<file path="src/rtl/gnn_pkg.sv">
// Shared constants, adjacency masks and FSM state type for the GNN node sequencer.
package gnn_pkg;

   localparam int N_NODES = 4;
   localparam int N_FEAT  = 4;
   localparam int X_W     = 5;
   localparam int XA_W    = 7;
   localparam int Y_W     = 15;
   localparam int YA_W    = 17;
   localparam int OUT_W   = 21;

   localparam int FEAT_W = N_NODES * N_FEAT * X_W;
   localparam int YVEC_W = N_FEAT * Y_W;
   localparam int OPND_W = N_FEAT * YA_W;
   localparam int RSPO_W = 2 * OUT_W;
   localparam int OUTV_W = N_NODES * RSPO_W;

   // Diamond graph with self-loops: bit m set means node m feeds the aggregate.
   localparam logic [N_NODES-1:0] ADJ_MASK [N_NODES] = '{4'b0111, 4'b1011, 4'b1101, 4'b1110};

   typedef enum logic [1:0] {
      S_IDLE,
      S_ISSUE,
      S_WAIT,
      S_FIN
   } state_t;

endpackage

</file>
<file path="src/rtl/gnn_aggr.sv">
// Masked sum of four signed lanes; the adjacency mask selects three of them.
module gnn_aggr
   import gnn_pkg::*;
#(
   parameter int IN_W  = 15,
   parameter int OUT_W = 17
) (
   input  logic [N_NODES*IN_W-1:0] vals,
   input  logic [N_NODES-1:0]      mask,
   output logic signed [OUT_W-1:0] sum
);

   logic [IN_W-1:0] v;

   always_comb begin
      sum = '0;
      v   = '0;
      for (int i = 0; i < N_NODES; i++) begin
         v = vals[i*IN_W +: IN_W];
         if (mask[i]) sum = sum + {{(OUT_W-IN_W){v[IN_W-1]}}, v};
      end
   end

endmodule

</file>
<file path="src/rtl/gnn_sched.sv">
// Time-shares one layer-1/layer-2 node engine across the four graph nodes.
//
//  state   | meaning
//  --------+--------------------------------------------------------------
//  S_IDLE  | waiting for start; results (if any) held with out_valid
//  S_ISSUE | eng_req high with layer/node/operands, waiting for eng_ack
//  S_WAIT  | job accepted, waiting for eng_rsp_valid or timeout
//  S_FIN   | all eight jobs returned; pulse done, raise out_valid
module gnn_sched
   import gnn_pkg::*;
#(
   parameter int unsigned TIMEOUT = 255
) (
   input  logic              clk,
   input  logic              rst,
   input  logic              start,
   input  logic [FEAT_W-1:0] feat_in,
   output logic              busy,
   output logic              done,
   output logic              err,
   output logic [OUTV_W-1:0] out_vec,
   output logic              out_valid,
   output logic              eng_req,
   output logic              eng_layer,
   output logic [1:0]        eng_node,
   output logic [OPND_W-1:0] eng_opnd,
   input  logic              eng_ack,
   input  logic              eng_rsp_valid,
   input  logic [YVEC_W-1:0] eng_rsp_y,
   input  logic [RSPO_W-1:0] eng_rsp_out
);

   localparam logic [7:0] TMO_LAST = 8'(TIMEOUT - 1);

   state_t                          state;
   logic [1:0]                      node;
   logic                            layer;
   logic [7:0]                      timer;
   logic [FEAT_W-1:0]               feat;
   logic [N_NODES*YVEC_W-1:0]       ybuf;

   logic [1:0]                      src_node;
   logic                            src_layer;
   logic [FEAT_W-1:0]               src_feat;
   logic [N_NODES*YVEC_W-1:0]       src_ybuf;
   logic [X_W-1:0]                  xv;
   logic [N_NODES*Y_W-1:0]          lane_in  [N_FEAT];
   logic [YA_W-1:0]                 lane_sum [N_FEAT];
   logic [OPND_W-1:0]               opnd_next;

   // Operands are built for the job about to be issued, so the sources are the
   // values being written this cycle (new features, or the y just returned).
   always_comb begin
      src_node  = node + 2'd1;
      src_layer = layer;
      src_feat  = feat;
      src_ybuf  = ybuf;
      if (state == S_IDLE) begin
         src_node  = '0;
         src_layer = 1'b0;
         src_feat  = feat_in;
      end else begin
         if (node == 2'd3) src_layer = 1'b1;
         if (!layer) src_ybuf[int'(node)*YVEC_W +: YVEC_W] = eng_rsp_y;
      end
   end

   always_comb begin
      xv = '0;
      for (int f = 0; f < N_FEAT; f++) begin
         lane_in[f] = '0;
         for (int m = 0; m < N_NODES; m++) begin
            xv = src_feat[(m*N_FEAT+f)*X_W +: X_W];
            if (src_layer)
               lane_in[f][m*Y_W +: Y_W] = src_ybuf[m*YVEC_W + f*Y_W +: Y_W];
            else
               lane_in[f][m*Y_W +: Y_W] = {{(Y_W-X_W){xv[X_W-1]}}, xv};
         end
      end
   end

   for (genvar f = 0; f < N_FEAT; f++) begin : g_lane
      gnn_aggr #(.IN_W(Y_W), .OUT_W(YA_W)) u_aggr (
         .vals (lane_in[f]),
         .mask (ADJ_MASK[src_node]),
         .sum  (lane_sum[f])
      );
   end

   always_comb begin
      opnd_next = '0;
      for (int f = 0; f < N_FEAT; f++) opnd_next[f*YA_W +: YA_W] = lane_sum[f];
   end

   always_ff @(posedge clk) begin
      if (rst) begin
         state     <= S_IDLE;
         node      <= '0;
         layer     <= 1'b0;
         timer     <= '0;
         feat      <= '0;
         ybuf      <= '0;
         busy      <= 1'b0;
         done      <= 1'b0;
         err       <= 1'b0;
         out_vec   <= '0;
         out_valid <= 1'b0;
         eng_req   <= 1'b0;
         eng_layer <= 1'b0;
         eng_node  <= '0;
         eng_opnd  <= '0;
      end else begin
         done <= 1'b0;
         case (state)
            S_IDLE: begin
               if (start) begin
                  feat      <= feat_in;
                  err       <= 1'b0;
                  out_valid <= 1'b0;
                  out_vec   <= '0;
                  busy      <= 1'b1;
                  node      <= '0;
                  layer     <= 1'b0;
                  eng_req   <= 1'b1;
                  eng_node  <= '0;
                  eng_layer <= 1'b0;
                  eng_opnd  <= opnd_next;
                  state     <= S_ISSUE;
               end
            end
            S_ISSUE: begin
               if (eng_ack) begin
                  eng_req <= 1'b0;
                  timer   <= '0;
                  state   <= S_WAIT;
               end
            end
            S_WAIT: begin
               if (eng_rsp_valid) begin
                  if (!layer) ybuf[int'(node)*YVEC_W +: YVEC_W] <= eng_rsp_y;
                  else out_vec[int'(node)*RSPO_W +: RSPO_W] <= eng_rsp_out;
                  if (layer && node == 2'd3) begin
                     state <= S_FIN;
                  end else begin
                     node      <= src_node;
                     layer     <= src_layer;
                     eng_req   <= 1'b1;
                     eng_node  <= src_node;
                     eng_layer <= src_layer;
                     eng_opnd  <= opnd_next;
                     state     <= S_ISSUE;
                  end
               end else if (timer == TMO_LAST) begin
                  err   <= 1'b1;
                  busy  <= 1'b0;
                  state <= S_IDLE;
               end else begin
                  timer <= timer + 8'd1;
               end
            end
            S_FIN: begin
               done      <= 1'b1;
               out_valid <= 1'b1;
               busy      <= 1'b0;
               state     <= S_IDLE;
            end
            default: state <= S_IDLE;
         endcase
         // A response with no job outstanding is a protocol error; the FSM ignores it.
         if (eng_rsp_valid && state != S_WAIT) err <= 1'b1;
      end
   end

endmodule

</file>
<file path="config.mk">
export PLATFORM = sky130hd
export DESIGN_NAME = gnn_sched
export DESIGN_NICKNAME = d
export VERILOG_FILES = /design/src/rtl/gnn_pkg.sv /design/src/rtl/gnn_aggr.sv /design/src/rtl/gnn_sched.sv
export SDC_FILE = /design/constraint.sdc
export NUM_CORES = 2
export LEC_CHECK = 0
export ABC_CLOCK_PERIOD_IN_PS = 13100
export CORE_MARGIN = 2
export CORE_UTILIZATION = 50
export DETAILED_ROUTE_END_ITERATION = 8
export PLACE_DENSITY = 0.82
export SLEW_MARGIN = 30
export SYNTH_ARGS = -nofsm -noshare
export SYNTH_HDL_FRONTEND = slang
export SYNTH_SLANG_ARGS = --single-unit
</file>
<file path="constraint.sdc">
create_clock -name clk -period 13.1 [get_ports clk]
set_input_delay 3.93 -clock clk [delete_from_list [all_inputs] [get_ports clk]]
set_output_delay 3.93 -clock clk [all_outputs]
set_load 0.05 [all_outputs]
</file>
Word-level counts from Yosys, hierarchy flattened
Index checks and enable logic that the tools add are counted.
{"block": "totals", "reg_bits": 574, "inputBits": 187, "output_inout_bits": 244, "elab_cells": 157}
{"block": "op_classes", "n_addsub": 16, "n_mul": 2, "magnitude_cmp": 1, "n_eq_ne": 18, "shifts": 4, "n_mux": 83, "bitwise": 1, "n_reduce_logical": 19}
{"op": "168-bit two-way mux", "count": 3}
{"op": "240-bit two-way mux", "count": 2}
{"op": "168-bit case mux with 2 select lines", "count": 1}
{"op": "17-bit two-way mux", "count": 16}
{"op": "240-bit bitwise mux", "count": 1}
{"op": "15-bit two-way mux", "count": 16}
{"op": "60-bit by 33-bit variable shift with 240-bit output (first input constant)", "count": 1}
{"op": "60-bit by 33-bit variable part select with 240-bit output", "count": 1}
{"op": "17-bit adder", "count": 12}
{"op": "68-bit two-way mux", "count": 3}
{"op": "168-bit bitwise mux", "count": 1}
{"op": "42-bit by 33-bit variable shift with 168-bit output (first input constant)", "count": 1}
{"op": "42-bit by 33-bit variable part select with 168-bit output", "count": 1}
{"op": "68-bit case mux with 2 select lines", "count": 1}
{"op": "80-bit two-way mux", "count": 1}
{"op": "8-bit negation with 33-bit output", "count": 2}
{"op": "8-bit two-way mux", "count": 3}
{"op": "4-bit AND reduction", "count": 5}
{"op": "2-bit two-way mux", "count": 9}
{"op": "2-bit != test (second input constant)", "count": 9}
{"op": "8-bit case mux with 2 select lines", "count": 1}
{"op": "1-bit two-way mux", "count": 15}
{"op": "3-bit != test (second input constant)", "count": 3}
{"op": "3-bit nonzero test", "count": 3}
{"op": "22 further kinds", "count": 33}

Logic depth before layout (Yosys ltp)
{"block": "logic_depth", "depth_word": 17, "depth_mapped": 48, "ltp_nobuf": 40}

Modules after synthesis
From an unflattened synthesis, not the netlist that was laid out.
{"block": "hier_totals", "hier_cells": 5268, "hier_area_um2": 41421.0}
{"module": "gnn_sched", "n_inst": 1, "cells_each": 3667, "area_per_inst_um2": 29707.2, "seq_area_each_um2": 11491.0}
{"module": "gnn_aggr (g_lane[1].u_aggr ...)", "n_inst": 3, "cells_each": 398, "area_per_inst_um2": 2941.6, "seq_area_each_um2": 0.0}
{"module": "gnn_aggr (g_lane[0].u_aggr)", "n_inst": 1, "cells_each": 407, "area_per_inst_um2": 2889.0, "seq_area_each_um2": 0.0}

Least setup slack after synthesis
OpenSTA, ideal clock, no wires.
{"block": "synth_timing", "path_type": "input port to flip-flop", "start": "input port eng_rsp_y[30]", "end": "register eng_opnd[50]", "setup_time_ps": 122, "arrival_ps": 10047, "t_required_ps": 12978, "slack_ps": 2931, "path_stages": 30, "n_path_buf": 0, "path_cell_list": "mux4_2 a22oi_1 nor2_1 a221oi_1 a21oi_1 ha_1 fa_1 a21oi_1 nor2_1 or3_1 a21oi_1 nor2_1 ha_1 o21a_1 o31ai_1 a21oi_1 nor2_1 nor2_1 nor2_1 xnor2_1 mux2_2 ha_1 nand2_1 o41ai_1 or4b_4 nand3_2 a311oi_1 or4_1 and4_1 a311o_1"}
{"block": "synth_via", "elab_chain_len": 15, "elab_cells_between_ends": 19, "cone_classes": "add/sub (3); shift (1); mux (15)"}
{"item": "start, declared", "line_no": "gnn_sched.sv:29", "text": "input logic [YVEC_W-1:0] eng_rsp_y,"}
{"item": "60-bit by 33-bit variable part select with 240-bit output (*)", "line_no": "gnn_sched.sv:64", "text": "if (!layer) src_ybuf[int'(node)*YVEC_W +: YVEC_W] = eng_rsp_y;"}
{"item": "240-bit bitwise mux (*)", "line_no": "gnn_sched.sv:64"}
{"item": "240-bit two-way mux (*)"}
{"item": "240-bit two-way mux (*)", "line_no": "gnn_sched.sv:58", "text": "if (state == S_IDLE) begin"}
{"item": "15-bit two-way mux", "line_no": "gnn_sched.sv:74", "text": "if (src_layer)"}
{"item": "17-bit two-way mux", "line_no": "gnn_aggr.sv:20", "text": "if (mask[i]) sum = sum + {{(OUT_W-IN_W){v[IN_W-1]}}, v};"}
{"item": "17-bit adder", "line_no": "gnn_aggr.sv:20"}
{"item": "17-bit two-way mux", "line_no": "gnn_aggr.sv:20"}
{"item": "17-bit adder", "line_no": "gnn_aggr.sv:20"}
{"item": "17-bit two-way mux", "line_no": "gnn_aggr.sv:20"}
{"item": "17-bit adder", "line_no": "gnn_aggr.sv:20"}
{"item": "17-bit two-way mux (*)", "line_no": "gnn_aggr.sv:20"}
{"item": "68-bit two-way mux", "line_no": "gnn_sched.sv:142", "text": "if (layer && node == 2'd3) begin"}
{"item": "68-bit two-way mux", "line_no": "gnn_sched.sv:139", "text": "if (eng_rsp_valid) begin"}
{"item": "68-bit case mux with 2 select lines (*)", "line_no": "gnn_sched.sv:114", "text": "case (state)"}
{"item": "end signal, assigned", "line_no": "gnn_sched.sv:127", "text": "eng_opnd <= opnd_next;"}
{"item": "end signal, assigned", "line_no": "gnn_sched.sv:150", "text": "eng_opnd <= opnd_next;"}
{"item": "end, declared", "line_no": "gnn_sched.sv:26", "text": "output logic [OPND_W-1:0] eng_opnd,"}
Every way passes the cells marked *; elsewhere a longest branch is shown, timed or not. The select of a mux whose other input is x is not followed.
A chain may end at the register's enable or synchronous reset.

Final worst setup path
{"block": "layout_timing", "start": "input port eng_rsp_y[0]", "end": "register eng_opnd[33]"}
Same word-level chain as after synthesis.

==> flow_metrics.py <==
metrics = {
    "worst_setup_path": {
        "crit_top_cell": "a21oi_1",
        "crit_buf_inv": 1,
        "path_max_fanout": 6,
        "arrival_ns": 12.00,
        "startpoint_type": "input pin",
        "critPathKind": "input pin to register",
        "cpPeakStageDelay_ns": 0.68,
        "cp_slowest_cell": "clkdlybuf4s50_1",
        "crit_required_ns": 13.64,
        "path_delay_family": "compound AO/OA/AOI/OAI gates",
        "endpoint_kind": "register",
    },
    "clocking": {
        "insertion_delay_ns": 0.63,
        "cts_hold_buf": 0,
        "cts_buffer_depth": 3,
        "cts.clk_slew.worst_paths_ns": 0.06,
        "cts_tree": "done",
        "post-cts-setup-buffers": 0,
        "ctsRootBufferMaster": "clkbuf_16",
        "cts.htree.levels": 3,
        "cts_buffers": 70,
        "cts_sinks": 574,
        "cts_resized": 0,
    },
    "route": {
        "via_count": 45820,
        "drt_iter0_markers": 6182,
        "wl_um": 191800,
        "ant_nets": 0,
        "wl_per_cell_um": 27.91,
        "drcViolationCount": 0,
        "vias_per_cell": 6.667,
        "drt-pass1-iter-count": 7,
    },
    "logic_synthesis": {
        "ys_async_sr_fraction_pct": 0,
        "yosysUniqueCellTypes": 87,
        "synth_edf_count": 0,
        "syn_avg_cell_area_um2": 7.328,
        "synth_ff_type": "dfxtp_1",
        "synth-seq-cells": 574,
        "yosysWarnings": 0,
        "syn-cell-area_um2": 40760,
        "syn-num-nets": 5962,
        "synthCells": 5562,
        "ys_seq_area_share_pct": 28.19,
    },
    "floorplan": {
        "start_util_pct": 50.52,
        "design.die.area_um2": 83810,
        "die_w_um": 289.5,
        "rows": 104,
        "die_y_um": 289.5,
        "io_pins": 431,
        "core_area_um2": 80680,
    },
    "sta": {
        "clock.fmax_mhz": 87.25,
        "rsz0062_at_grt": "false",
        "worstMarginPinSlew_ns": 1.132,
        "slew_headroom_pct": 23.72,
        "slew_viol_final": 0,
        "finalWorstPathRequiredPeriod_ns": 11.46,
        "setup_violations": 0,
        "finalSetupTns_ns": 0,
        "final-hold-violation-count": 0,
        "whs_ns": 0.4486,
        "finClkSkew_ns": 0.02548,
        "fin_crit_sh_pct": 87.49,
    },
    "outcome": {
        "status": "finished, final reports clean",
    },
    "final_layout": {
        "final_layout_size_suffix_gt1_share_pct": 7.694,
        "areaGrowthSynthToFinish_pct": 18.67,
        "fin_util_pct": 59.95,
        "final_net_count": 6159,
    },
    "worst_hold_path": {
        "hold_class": "register to register",
    },
    "placement": {
        "hpwl_um": 140100,
        "port-buffer-count": 430,
        "gp_congestion": 1.074,
    },
    "global_routing": {
        "grt_use_met3_pct": 10.93,
        "grt_use_total_pct": 44.23,
        "antenna_found_initial": 8,
        "grtUsageMet1_pct": 51.73,
        "busiest_layer": "met2",
        "grt_max_degree": 181,
        "grt_pass1_vias": 42470,
        "use_met2_pct": 67.98,
        "grt-ovfl-total": 0,
        "grt_pass1_wl_um": 276400,
    },
    "run": {
        "cap_violations": 0,
    },
}
[Yosys cell counts (17+ instances only)]
| cell type | number | area, um^2 |
|---|---|---|
| nand2_1 | 709 | 2661 |
| o211ai_1 | 26 | 195.2 |
| a221oi_1 | 59 | 516.8 |
| dfxtp_1 | 574 | 11490 |
| and3_1 | 17 | 106.4 |
| a31oi_1 | 68 | 425.4 |
| clkbuf_1 | 350 | 1314 |
| buf_2 | 20 | 100.1 |
| o31ai_1 | 22 | 165.2 |
| inv_1 | 78 | 292.8 |
| nand3_1 | 72 | 360.4 |
| o21a_1 | 32 | 240.2 |
| xnor2_1 | 104 | 910.9 |
| buf_1 | 62 | 232.7 |
| and2_1 | 37 | 231.5 |
| a21oi_1 | 618 | 3093 |
| a211oi_1 | 171 | 1284 |
| o21bai_1 | 25 | 187.7 |
| mux2_2 | 66 | 743.2 |
| a21o_1 | 57 | 427.9 |
| mux2i_1 | 102 | 1021 |
| or3_1 | 23 | 143.9 |
| o22ai_1 | 72 | 450.4 |
| a22oi_1 | 237 | 1779 |
| nor3_1 | 139 | 695.7 |
| nand2b_1 | 41 | 256.5 |
| nor2_1 | 960 | 3603 |
| o21ai_0 | 214 | 1071 |
| a32oi_1 | 20 | 175.2 |
| a311oi_1 | 18 | 157.7 |
| mux4_2 | 50 | 1126 |
| ha_1 | 201 | 2515 |
| nor2b_1 | 50 | 312.8 |
| xor2_1 | 59 | 516.8 |
[worst min-delay path: stages (launching register included)]
cell	delay, ns
dfxtp_1	0.30
nand2_1	0.05
a21oi_1	0.05
[per-stage QoR]
step / setup WS (ns) / instances / cell area [um^2]
global placement: 1.251 / 6740 / 45910
global route: 1.022 / 6870 / 48360
finish: 1.639 / 6873 / 48370
floorplan: 2.931 / 5562 / 40760
detailed placement: 1.154 / 6742 / 45960
CTS: 1.792 / 6865 / 48300
[layout make-up]
| class | instances | area, um^2 |
|---|---|---|
| Antenna cell | 3 | 7.507 |
| Inverter | 82 | 307.8 |
| Tap cell | 1060 | 1326 |
| Fill cell | 7360 | 32310 |
| Sequential cell | 574 | 11490 |
| Clock buffer | 95 | 1968 |
| Timing Repair Buffer | 566 | 5383 |
| Multi-Input combinational cell | 4465 | 27510 |
| Clock inverter | 28 | 374.1 |
[layer usage]
metal  share of wire [%]  vias to the layer above
li1                    -                    20390
met1                  36                    21570
met2                  43                     3047
met3                  11                      810
met4                  10                        4
met5               0.030                        -
[worst paths after layout]
| check | startpoint | endpoint | slack (ns) | cells after the start |
|---|---|---|---|---|
| min reg2reg | feat[18]$_SDFFE_PP0P_ | feat[18]$_SDFFE_PP0P_ | 0.45 | 2 |
| min | feat[18]$_SDFFE_PP0P_ | feat[18]$_SDFFE_PP0P_ | 0.45 | 2 |
| max | eng_rsp_y[0] | eng_opnd[33]$_SDFFE_PP0P_ | 1.64 | 35 |
| max reg2reg | node[0]$_SDFFE_PP0P_ | eng_opnd[33]$_SDFFE_PP0P_ | 2.68 | 33 |
[kinds of logic after synthesis]
kind of cell | after synthesis | share of synthesized area (%)
AO/OA/AOI/OAI | 1764 | 27.80
XOR/XNOR | 165 | 3.583
adder cells (fa/ha/maj) | 213 | 6.760
buffers and inverters | 523 | 4.970
flip-flops | 574 | 28.19
multiplexers | 219 | 7.156
AND/OR/NAND/NOR | 2104 | 21.54
[registers in the layout (all words and copies together), names as in the netlist]
register,cells
busy,1
done,1
eng_opnd,68
eng_req,1
err,1
feat,80
layer,1
node,2
out_valid,1
out_vec,168
state,2
timer,8
ybuf,240
[layout by cell type (no fill, tap or decap), types with 59 or more instances in the layout]
cell               n
clkbuf_16         72
xor2_1            59
a22oi_1          237
o21ai_0          210
buf_4            124
a221oi_1          59
a31oi_1           68
ha_1             196
nand2_1          704
a211oi_1         169
mux2i_1          102
nor2_1           950
mux2_2            66
nor3_1           135
xnor2_1          104
a21oi_1          617
dfxtp_1          573
o22ai_1           70
inv_1             78
clkdlybuf4s50_1  429
nand3_1           72
Power is left out: the tool's default activity adds up to more than one toggle a clock period on the data nets, which glitch-free logic cannot reach.
